===== src/rtl/axi_priority_arbiter_n.sv =====
// axi_priority_arbiter_n
// Funnels request/response transactions from NUM_CH masters onto one slave
// port, one transaction outstanding at a time. A request is picked from the
// aged class first, then by highest runtime priority; ties in either class
// go round-robin starting after the last winner.
// Optional feature macro: ARB_TIMEOUT_EN. It adds an abort after
// TIMEOUT_CYCLES in ISSUE/WAIT_RSP and a sticky err_timeout flag.

module axi_priority_arbiter_n #(
    parameter int NUM_CH         = 4,
    parameter int ADDR_W         = 32,
    parameter int DATA_W         = 32,
    parameter int PRIO_W         = 2,
    parameter int AGE_LIMIT      = 15,
    parameter int TIMEOUT_CYCLES = 1023
) (
    input  logic                       clk,
    input  logic                       res_n,
    input  logic [NUM_CH-1:0]          m_req_valid,
    output logic [NUM_CH-1:0]          m_req_ready,
    input  logic [NUM_CH-1:0]          m_req_we,
    input  logic [NUM_CH*ADDR_W-1:0]   m_req_addr,
    input  logic [NUM_CH*DATA_W-1:0]   m_req_wdata,
    input  logic [NUM_CH*PRIO_W-1:0]   m_prio,
    output logic [NUM_CH-1:0]          m_rsp_valid,
    output logic [DATA_W-1:0]          m_rsp_data,
    output logic                       s_req_valid,
    input  logic                       s_req_ready,
    output logic                       s_req_we,
    output logic [ADDR_W-1:0]          s_req_addr,
    output logic [DATA_W-1:0]          s_req_wdata,
    input  logic                       s_rsp_valid,
    input  logic [DATA_W-1:0]          s_rsp_data,
    output logic [$clog2(NUM_CH)-1:0]  grant_id,
    output logic                       busy,
    output logic                       err_timeout
);

    localparam int CH_W  = $clog2(NUM_CH);
    localparam int AGE_W = $clog2(AGE_LIMIT + 1);
    localparam logic [AGE_W-1:0] AGE_MAX = AGE_W'(AGE_LIMIT);

    if (NUM_CH < 2 || NUM_CH > 16 || AGE_LIMIT < 1 || TIMEOUT_CYCLES < 1) begin : g_bad_param
        $error("axi_priority_arbiter_n: parameter out of range");
    end

    typedef enum logic [1:0] {
        IDLE     = 2'd0,
        ISSUE    = 2'd1,
        WAIT_RSP = 2'd2
    } state_e;

    state_e              state_q, state_d;
    logic [CH_W-1:0]     rr_ptr_q, rr_ptr_d;
    logic [CH_W-1:0]     grant_q, grant_d;
    logic                we_q, we_d;
    logic [ADDR_W-1:0]   addr_q, addr_d;
    logic [DATA_W-1:0]   wdata_q, wdata_d;
    logic [NUM_CH-1:0]   rsp_valid_q, rsp_valid_d;
    logic [DATA_W-1:0]   rsp_data_q, rsp_data_d;
    logic [AGE_W-1:0]    age_q [NUM_CH];
    logic [AGE_W-1:0]    age_d [NUM_CH];

    logic [PRIO_W-1:0]   prio_arr  [NUM_CH];
    logic [ADDR_W-1:0]   addr_arr  [NUM_CH];
    logic [DATA_W-1:0]   wdata_arr [NUM_CH];
    logic [CH_W-1:0]     scan_idx, aged_win, prio_win, winner;
    logic [PRIO_W-1:0]   prio_best;
    logic                aged_found, prio_found, accept;

`ifdef ARB_TIMEOUT_EN
    localparam int CNT_W = $clog2(TIMEOUT_CYCLES + 1);
    localparam logic [DATA_W-1:0] TIMEOUT_DATA = DATA_W'(32'hDEAD_BEEF);
    logic [CNT_W-1:0]    cnt_q, cnt_d;
    logic                err_q, err_d;
`endif

    // Unpack the flat per-channel buses into arrays indexed by channel.
    always_comb begin
        for (int i = 0; i < NUM_CH; i++) begin
            prio_arr[i]  = m_prio[i*PRIO_W +: PRIO_W];
            addr_arr[i]  = m_req_addr[i*ADDR_W +: ADDR_W];
            wdata_arr[i] = m_req_wdata[i*DATA_W +: DATA_W];
        end
    end

    // Winner selection: first aged channel in round-robin order, else the first
    // channel holding the highest priority in round-robin order.
    always_comb begin
        // NOTE: every variable this block writes gets a default first, so no latch is inferred.
        aged_found = 1'b0;
        aged_win   = '0;
        prio_found = 1'b0;
        prio_best  = '0;
        prio_win   = '0;
        scan_idx   = '0;
        for (int k = 1; k <= NUM_CH; k++) begin
            scan_idx = CH_W'((int'(rr_ptr_q) + k) % NUM_CH);
            if (m_req_valid[scan_idx]) begin
                if (!aged_found && age_q[scan_idx] == AGE_MAX) begin
                    aged_found = 1'b1;
                    aged_win   = scan_idx;
                end
                if (!prio_found || prio_arr[scan_idx] > prio_best) begin
                    prio_found = 1'b1;
                    prio_best  = prio_arr[scan_idx];
                    prio_win   = scan_idx;
                end
            end
        end
        winner = aged_found ? aged_win : prio_win;
    end

    assign accept = (state_q == IDLE) && (|m_req_valid);

    // Next-state, ready, latch-on-accept, aging and response logic.
    always_comb begin
        state_d     = state_q;
        rr_ptr_d    = rr_ptr_q;
        grant_d     = grant_q;
        we_d        = we_q;
        addr_d      = addr_q;
        wdata_d     = wdata_q;
        rsp_valid_d = '0;
        rsp_data_d  = rsp_data_q;
        m_req_ready = '0;
        for (int i = 0; i < NUM_CH; i++) begin
            age_d[i] = age_q[i];
        end
`ifdef ARB_TIMEOUT_EN
        cnt_d = cnt_q;
        err_d = err_q;
`endif

        case (state_q)
            IDLE: begin
                // Every valid channel in IDLE is part of an accept cycle.
                for (int i = 0; i < NUM_CH; i++) begin
                    if (!m_req_valid[i] || CH_W'(i) == winner) begin
                        age_d[i] = '0;
                    end else if (age_q[i] != AGE_MAX) begin
                        age_d[i] = age_q[i] + AGE_W'(1);
                    end
                end
                if (accept) begin
                    m_req_ready[winner] = 1'b1;
                    we_d     = m_req_we[winner];
                    addr_d   = addr_arr[winner];
                    wdata_d  = wdata_arr[winner];
                    grant_d  = winner;
                    rr_ptr_d = winner;
                    state_d  = ISSUE;
                end
            end
            ISSUE: begin
                if (s_req_ready) begin
                    state_d = WAIT_RSP;
                end
            end
            WAIT_RSP: begin
                if (s_rsp_valid) begin
                    rsp_valid_d[grant_q] = 1'b1;
                    rsp_data_d           = s_rsp_data;
                    state_d              = IDLE;
                end
            end
            default: state_d = IDLE;
        endcase

`ifdef ARB_TIMEOUT_EN
        // A response arriving in the timeout cycle wins over the abort.
        if (accept) begin
            cnt_d = '0;
        end else if (state_q != IDLE) begin
            if (cnt_q == CNT_W'(TIMEOUT_CYCLES - 1) && !(state_q == WAIT_RSP && s_rsp_valid)) begin
                state_d              = IDLE;
                rsp_valid_d          = '0;
                rsp_valid_d[grant_q] = 1'b1;
                rsp_data_d           = TIMEOUT_DATA;
                err_d                = 1'b1;
            end else begin
                cnt_d = cnt_q + CNT_W'(1);
            end
        end
`endif
    end

    // State and datapath registers.
    always_ff @(posedge clk or negedge res_n) begin
        if (!res_n) begin
            state_q     <= IDLE;
            rr_ptr_q    <= CH_W'(NUM_CH - 1);
            grant_q     <= '0;
            we_q        <= 1'b0;
            addr_q      <= '0;
            wdata_q     <= '0;
            rsp_valid_q <= '0;
            rsp_data_q  <= '0;
            // NOTE: age counters are a handful of flops, not a RAM, so they take the reset like any register.
            for (int i = 0; i < NUM_CH; i++) begin
                age_q[i] <= '0;
            end
`ifdef ARB_TIMEOUT_EN
            cnt_q <= '0;
            err_q <= 1'b0;
`endif
        end else begin
            // NOTE: sequential state takes non-blocking assignments; the combinational blocks above use blocking.
            state_q     <= state_d;
            rr_ptr_q    <= rr_ptr_d;
            grant_q     <= grant_d;
            we_q        <= we_d;
            addr_q      <= addr_d;
            wdata_q     <= wdata_d;
            rsp_valid_q <= rsp_valid_d;
            rsp_data_q  <= rsp_data_d;
            for (int i = 0; i < NUM_CH; i++) begin
                age_q[i] <= age_d[i];
            end
`ifdef ARB_TIMEOUT_EN
            cnt_q <= cnt_d;
            err_q <= err_d;
`endif
        end
    end

    assign s_req_valid = (state_q == ISSUE);
    assign s_req_we    = we_q;
    assign s_req_addr  = addr_q;
    assign s_req_wdata = wdata_q;
    assign m_rsp_valid = rsp_valid_q;
    assign m_rsp_data  = rsp_data_q;
    assign grant_id    = grant_q;
    assign busy        = (state_q != IDLE);
`ifdef ARB_TIMEOUT_EN
    assign err_timeout = err_q;
`else
    assign err_timeout = 1'b0;
`endif

endmodule


===== config.mk =====
export PLATFORM = sky130hd
export DESIGN_NAME = axi_priority_arbiter_n
export DESIGN_NICKNAME = d
export VERILOG_FILES = /design/src/rtl/axi_priority_arbiter_n.sv
export SDC_FILE = /design/constraint.sdc
export NUM_CORES = 1
export LEC_CHECK = 0
export ABC_CLOCK_PERIOD_IN_PS = 14600
export BUFFER_PORTS_ARGS = -buffer_cell sky130_fd_sc_hd__buf_4
export CORE_AREA = 4 4 169 171
export DETAILED_ROUTE_END_ITERATION = 10
export DIE_AREA = 0 0 173 175
export GPL_ROUTABILITY_DRIVEN = 0
export HOLD_SLACK_MARGIN = 0.15
export PLACE_DENSITY_LB_ADDON = 0.08
export SYNTH_ARGS = -nofsm -noshare
export SYNTH_HDL_FRONTEND = slang
export SYNTH_SLANG_ARGS = --single-unit

===== constraint.sdc =====
create_clock -name clk -period 14.6 [get_ports clk]
set_clock_uncertainty 0.1 [all_clocks]
set_input_delay 2.92 -clock clk [delete_from_list [all_inputs] [get_ports clk]]
set_output_delay 2.92 -clock clk [all_outputs]
set_load 0.05 [all_outputs]

==> After elaboration in Yosys (flattened, before gate mapping) <==
Cells that the tools add are included.
Widths: inputs -> output; s select.
{ "op_classes": {"n_addsub": 8, "n_lt_le_gt_ge": 16, "eq_ne": 16, "mux": 94, "bitwise_logic": 5, "reduce_logical": 38} }
{ "ops": {"columns": ["cell", "count"], "rows": [
  ["$bmux 32 s2", 2],
  ["$mux 32", 4],
  ["$mux 4", 20],
  ["$mux 2", 32],
  ["$bmux 4 s2", 4],
  ["$mux 1", 20],
  ["$lt 2x3->1 const B", 6],
  ["$add 4x1->4 const B", 4],
  ["$bmux 2 s2", 4],
  ["$eq 4x4->1 const B", 4],
  ["$ne 4x4->1 const B", 4],
  ["$ge 3x3->1 const B", 5],
  ["$not 2->3", 5],
  ["$reduce_and 2->1", 6],
  ["$bmux 1 s2", 5],
  ["$logic_not 1->1", 10],
  ["$reduce_bool 2->1", 5],
  ["$logic_or 1x1->1", 7],
  ["$gt 2x2->1", 3],
  ["$logic_and 1x1->1", 6],
  ["$pmux 2 s3", 1],
  ["$add 2x1->2 const B", 2],
  ["$add 2x2->2 const B", 2],
  ["$demux 1 s2", 2],
  ["other kinds (10)", 14]
]} }
{ "totals": {"reg_bits": 123, "inputBits": 308, "output_inout_bits": 110, "wordCells": 189} }

==> Logic depth before layout (Yosys ltp) <==
Gate-level depths: netlist of the first run.
{ "depth": {"word_depth": 27, "ltp_mapped": 31} }

==> Least setup slack after synthesis of the first run <==
No wires, ideal clock.
{ "synth_path": {"path_type": "input to output", "start": "input port m_req_valid[2]", "end": "output port m_req_ready[0]", "arrival_ns": 8.331, "slack_ns": 3.249, "path_stages": 25, "path_buffers": 3, "cell_sequence": "mux2_4 mux2i_4 nor3_1 ha_1 nor2_1 maj3_1 nand2_1 a31oi_1 mux2i_1 ha_1 nor2b_1 a2bb2oi_1 o31a_1 o21a_1 ha_1 nor2b_1 o21ai_0 nand3_1 a2111o_1 or4b_1 and2_1 buf_6 buf_6 buf_2 nor2_1"} }
{ "synth_via": {"elab_chain_cells": 22} }
{ "synth_lines": {"columns": ["element", "line_no", "rtl"], "rows": [
  ["start: declaration", "19", "input logic [NUM_CH-1:0] m_req_valid,"],
  ["$bmux 1 s2", "99", "if (m_req_valid[scan_idx]) begin"],
  ["$mux 1 (implied by the code)", "99", null],
  ["$mux 2 or $mux 1 (tied branches)", "99", null],
  ["$gt 2x2->1, or another cell as far along", "104", "if (!prio_found || prio_arr[scan_idx] > prio_best) begin"],
  ["$logic_or 1x1->1 or $logic_and 1x1->1 (tied branches)", "104, 100", null],
  ["$mux 2, or another cell as far along", "104", null],
  ["$mux 2 or $mux 1 (tied branches)", "99", null],
  ["$gt 2x2->1, or another cell as far along", "104", null],
  ["[... 6 more ...]", null, null],
  ["$mux 2 or $mux 1 (tied branches)", "99", null],
  ["$mux 2", "111", "winner = aged_found ? aged_win : prio_win;"],
  ["$lt 2x3->1 (implied by the code) or $ge 2x1->1 (tied branches)", "146", "m_req_ready[winner] = 1'b1;"],
  ["$logic_and 1x1->1 (implied by the code)", "146", null],
  ["$mux 1 (implied by the code)", "146", null],
  ["$demux 1 s2", "146", null],
  ["$mux 4 *", "145", "if (accept) begin"],
  ["$mux 4 *", "135", "case (state_q)"],
  ["end: declaration", "20", "output logic [NUM_CH-1:0] m_req_ready,"]
]} }
Every way passes the cells marked *; elsewhere a longest branch is shown, timed or not. The select of a mux whose other input is x is not followed.

==> Worst setup path after layout of the first run <==
{ "layout_path": {"start": "input port m_req_valid[2]", "end": "output port m_req_ready[1]"} }
Same word-level chain as after synthesis.

==> metrics.txt, run 1 <==
clock tree buffer depth=2; max-cap check violation count=0; largest net degree at the start of global routing=between 60 and 70; status=complete, no violations; initial antenna violation count=2; CTS sink count=about 120; adder-cell share of the synthesized area=1.67%; Worst Hold Depth=2; area delta synth->final=48.0%; vias in the first global route=approximately 8000; Tot GR Track Use=between 20% and 30%; First-pass DRT Iterations=5; combinational family with the most area after synthesis=compound AO/OA/AOI/OAI gates; htree depth=4; CP Data Arrival Time=about 8800 ps; Core ar.=roughly 0.027 mm2; Fill cells=between 2000 and 3000; xor/xnor cell area share of the yosys netlist=1.31%; setup bufs post-CTS=0; Net Count, Synth=approximately 1100; post-synthesis mux area share=14.2%; post-route minimum period=approximately 12000 ps; Tcrit/Tclk final=81.0%; CP Capture Type=output pin; Post-CTS Resized=0; CTS Buf Count=17; Yosys top cell area share=37.8%; DRC Markers=0; Iteration-0 DRC Markers=roughly 500; relative slew slack=38.2%; Seq/Total Area, Yosys=between 30% and 40%; CTS Hold Bufs=0; critical path data required time=11580 ps; final WL=between 30 and 40 mm; hold crit path type=flop to flop; antenna-violating nets left=0; Mapped Area=0.00801 mm2; synth warn=0; fraction of registers with async set or reset after synthesis=100%; overflow left after global routing=0; number of flops mapped to enable cells by yosys=0; Starting Density=around 30%; Mean Syn Cell Area=around 10 um2; layout cells sized above 1=around 43%; unrepaired setup endpoints after global routing=false; commonest non-fill, non-tap cell in the layout=buf_4; max-slew violations=0; commonest cells after routing, fill and taps aside=buf_4, nand2_1, dfrtp_1; Compound-Gate Fraction of Synth Area=25.2%; final hold violation count=0; CTS clk-pin slew, worst paths=70 ps; synth top area cells=dfrtp_1, mux2_1, nand2_1; via count=7916; CTS tree=built; worst skew pair latency=around 410 ps; most common flop cell mapped by yosys=dfrtp_1; clk root buf=clkbuf_16; Netlist cell types=69; Die Span X=around 170 um; critical path class=input port to output pin; Core Rows=60; fmax=~85 MHz; setup violators final=0; slowest cell delay on critical path=roughly 640 ps; area leader, netlist=dfrtp_1; IO Pins=around 420; first-pass GRT wire length=around 49 mm; Die H=175 um; setup_tns=0 ps; input/output buffers=~420; crit path max fanout=56; Critical Path Start Type=input port; Wirelength per Cell=~22 um; Post-DP HPWL=approximately 24 mm; die area=just over 0.03 mm2; reg2reg path depth=26; Tightest Pin Transition=slightly above 900 ps; Max stage delay cell, worst path=or4b_2; simple-gate area share of the yosys netlist=13.8%; Cells after Synth=between 800 and 900; Yosys reg bits=approximately 120; Avg Vias per Cell=5.14; fin nets=1500
metal layers:
metal  vias up  GRT usage, %  routed length, um
met1      3770          25.3              13800
met5         -             0                  0
met2       304          36.4              16400
met3        38          5.58               2090
li1       3804             -                  -
met4         0          6.35                796
flip-flops by register name, summed over array words and instances (netlist names):
name         cells
m_rsp_data      32
s_req_addr      32
s_req_wdata     32
age_q           16
m_rsp_valid      4
grant_id         2
rr_ptr_q         2
state_q          2
s_req_we         1
cell usage after synthesis (3+ instances only):
library cell and number:
and3_1 3, buf_2 11, o21ai_1 3, mux2_2 16, a22oi_1 3, and2_1 5
a21boi_0 54, ha_1 9, xor2_1 8, o21ai_0 10, nand4_1 30, a31oi_1 8
xnor2_1 4, o211ai_1 12, o221a_2 23, nor2_1 21, nand2_1 144, a211o_1 53
buf_6 13, clkbuf_1 48, nor2b_1 4, nand3_1 3, inv_1 5, o221a_1 30
mux2_1 54, and4_1 4, nor3b_1 3, a21oi_1 23, nand2b_1 5, dfrtp_1 121
mux2i_1 26, nor3_1 5
cell families (layout without fill, tap and decap cells):
family | count (synthesis) | in the layout
AOI/OAI and AO/OA | 242 | 242
adders and majority gates | 11 | 11
DFF | 123 | 123
muxes | 101 | 101
other | 1 | 3
and+or+nand+nor | 238 | 238
buffers and inverters | 83 | 468
xor gates and xnor gates | 12 | 12
cell type report:
cell class | instances | area (um2) | share of cell area [%]
clock inverters | 15 | 143 | 1.20
flip-flops and latches | 123 | 3080 | 26.0
repair buffers | 428 | 3220 | 27.1
inverters | 8 | 30.0 | 0.253
multi-input cells | 605 | 4530 | 38.2
well taps | 341 | 427 | 3.60
diodes | 2 | 5.00 | 0.0422
clock buffers | 17 | 425 | 3.59
critical path, delay by kind of cell:
family / cells / cell delay, ps
compound gates: 6 / 1510
simple gates: 9 / 1780
buf+inv: 3 / 690
mux: 3 / 800
fa+ha+maj: 4 / 1080
through the flow:
step	hold WS [ps]	instance area, um2	util (%)	worst slack (ps)	cells
final	378	11900	44.1	2770	1539
after global routing	400	11900	44.1	2360	1539
after CTS	383	11800	44.1	2780	1537
after detailed placement	364	11300	42.0	2780	1505
after global placement	358	11300	42.0	2890	1505
after floorplan	420	8010	-	3250	811
path summary, 6_finish.rpt:
check	start	endpoint	slack [ps]
worst max-delay path	m_req_valid[2]	m_req_ready[1]	2770
worst min-delay path	m_rsp_data[16]$_DFFE_PN0P_	m_rsp_data[16]$_DFFE_PN0P_	380
worst max register to register	rr_ptr_q[0]$_DFFE_PN1P_	s_req_wdata[2]$_DFFE_PN0P_	5820
worst min register to register	m_rsp_data[16]$_DFFE_PN0P_	m_rsp_data[16]$_DFFE_PN0P_	380
max in group asynchronous	res_n	s_req_addr[12]$_DFFE_PN0P_	10710
min in group asynchronous	res_n	m_rsp_data[9]$_DFFE_PN0P_	2380
Power of run 1 is not shown: default switching activity piles up to over one toggle a cycle in this logic, so the estimate is an artifact.
==> inputs of run 2 (changes only) <==
ABC_CLOCK_PERIOD_IN_PS = 11200   (was 14600)
clock period = 11.2 ns   (was 14.6 ns; I/O delays follow)
==> metrics.txt, run 2 (synthesis gave the netlist of run 1 again) <==
worst skew pair latency=410 ps; crit path max fanout=25; largest net degree at the start of global routing=74; final WL=roughly 33 mm; post-route setup slack=roughly 740 ps; Wirelength per Cell=around 22 um; unrepaired setup endpoints after global routing=false; dpl ws=around 740 ps; fmax=around 96 MHz; Critical Path Start Type=input port; Die Span X=between 150 and 200 um; area delta synth->final=48.2%; overflow left after global routing=0; First-pass DRT Iterations=5; Starting Density=about 30%; CTS Hold Bufs=0; clk root buf=clkbuf_16; Avg Vias per Cell=slightly above 5; Post-DP Area=around 0.011 mm2; post-route minimum period=around 10000 ps; worst-path cell chain=buf_4 -> mux2_4 -> mux2i_4 -> nor3_1 -> ha_1 -> nor2_1 -> maj3_1 -> nand2_1 -> a31oi_1 -> mux2i_1 -> ha_1 -> a2bb2oi_1 -> o31a_1 -> nand2_1 -> o21a_1 -> ha_1 -> nor2b_1 -> o21ai_0 -> nand3_1 -> a2111o_1 -> or4b_2 -> nand2_1 -> nor2_1 -> buf_4; Die H=approximately 180 um; setup bufs post-CTS=0; Tightest Pin Transition=approximately 1000 ps; CP Data Arrival Time=8120 ps; Fill cells=2743; critical path class=input port to output pin; layout cells sized above 1=a little over two fifths; max-slew violations=0; htree depth=4; setup_tns=0 ps; CTS tree=built; status=complete, no violations; Post-CTS Resized=0; Core Rows=60; slowest cell delay on critical path=~980 ps; post-route cell area=0.0119 mm2; CTS Buf Count=17; relative slew slack=33.5%; antenna-violating nets left=0; hold crit path type=flop to flop; Core ar.=0.0269 mm2; DRC Markers=0; die area=around 0.03 mm2; via count=just under 8000; IO Pins=418; CP Capture Type=output pin; critical path data required time=8860 ps; CTS clk-pin slew, worst paths=60 ps; clock tree buffer depth=2; setup violators final=0; vias in the first global route=roughly 8200; Tcrit/Tclk final=between 90% and 100%; CTS sink count=~120; first-pass GRT wire length=between 50 and 60 mm; fin nets=1501; commonest cells after routing, fill and taps aside=buf_4, nand2_1, dfrtp_1; Post-DP HPWL=24.8 mm; commonest non-fill, non-tap cell in the layout=buf_4; input/output buffers=416; initial antenna violation count=2; Max stage delay cell, worst path=or4b_2; Tot GR Track Use=between 20% and 30%; Iteration-0 DRC Markers=431; Hold WS=between 300 and 400 ps; max-cap check violation count=0; final hold violation count=0
## run 2: cell count changes in the layout (fill, tap and decap cells not counted)
cell      previous run  this run
buf_4              427       428
clkinv_8             1         2
inv_6                7         6
## run 2: path summary, 6_finish.rpt
| kind | to | slack, ps | cells after the start | start |
|---|---|---|---|---|
| worst max-delay path | m_req_ready[2] | 740 | 24 | m_req_valid[2] |
| worst min-delay path | m_rsp_data[5]$_DFFE_PN0P_ | 370 | 2 | m_rsp_data[5]$_DFFE_PN0P_ |
| worst max register to register | s_req_addr[0]$_DFFE_PN0P_ | 2470 | 25 | rr_ptr_q[0]$_DFFE_PN1P_ |
| worst min register to register | m_rsp_data[5]$_DFFE_PN0P_ | 370 | 2 | m_rsp_data[5]$_DFFE_PN0P_ |
| max in group asynchronous | s_req_addr[25]$_DFFE_PN0P_ | 7980 | 2 | res_n |
| min in group asynchronous | s_req_addr[27]$_DFFE_PN0P_ | 1680 | 1 | res_n |
## run 2: cell type report
class                           instances  area, um2  area share, %
Timing Repair Buffer                  429       3220           27.2
Clock inverter                         15        150           1.27
Clock buffer                           17        425           3.58
Antenna cell                            2       5.00         0.0422
Multi-Input combinational cell        605       4530           38.1
Inverter                                8       30.0          0.253
Tap cell                              341        427           3.59
Sequential cell                       123       3080           26.0
## run 2: worst max-delay path, delay by kind of cell
family | cells | cell delay, ps
buffers and inverters | 2 | 370
and+or+nand+nor | 9 | 2180
AOI/OAI and AO/OA | 6 | 1500
adders and majority gates | 4 | 1070
muxes | 3 | 760
## run 2: layer usage
layer  GRT usage (%)  up-vias  wire length, um
li1                -     3809                -
met1            26.0     3728            13800
met2            35.7      322            16400
met3            5.80       46             2260
met4            7.72        0             1010
met5               0        -                0
## run 2: per-stage QoR
step                cells  util (%)
finish               1540      44.2
global route         1540      44.2
CTS                  1538      44.1
detailed placement   1506      42.0
global placement     1506      42.0
floorplan             811         -
Power of run 2 is left out for the same reason.
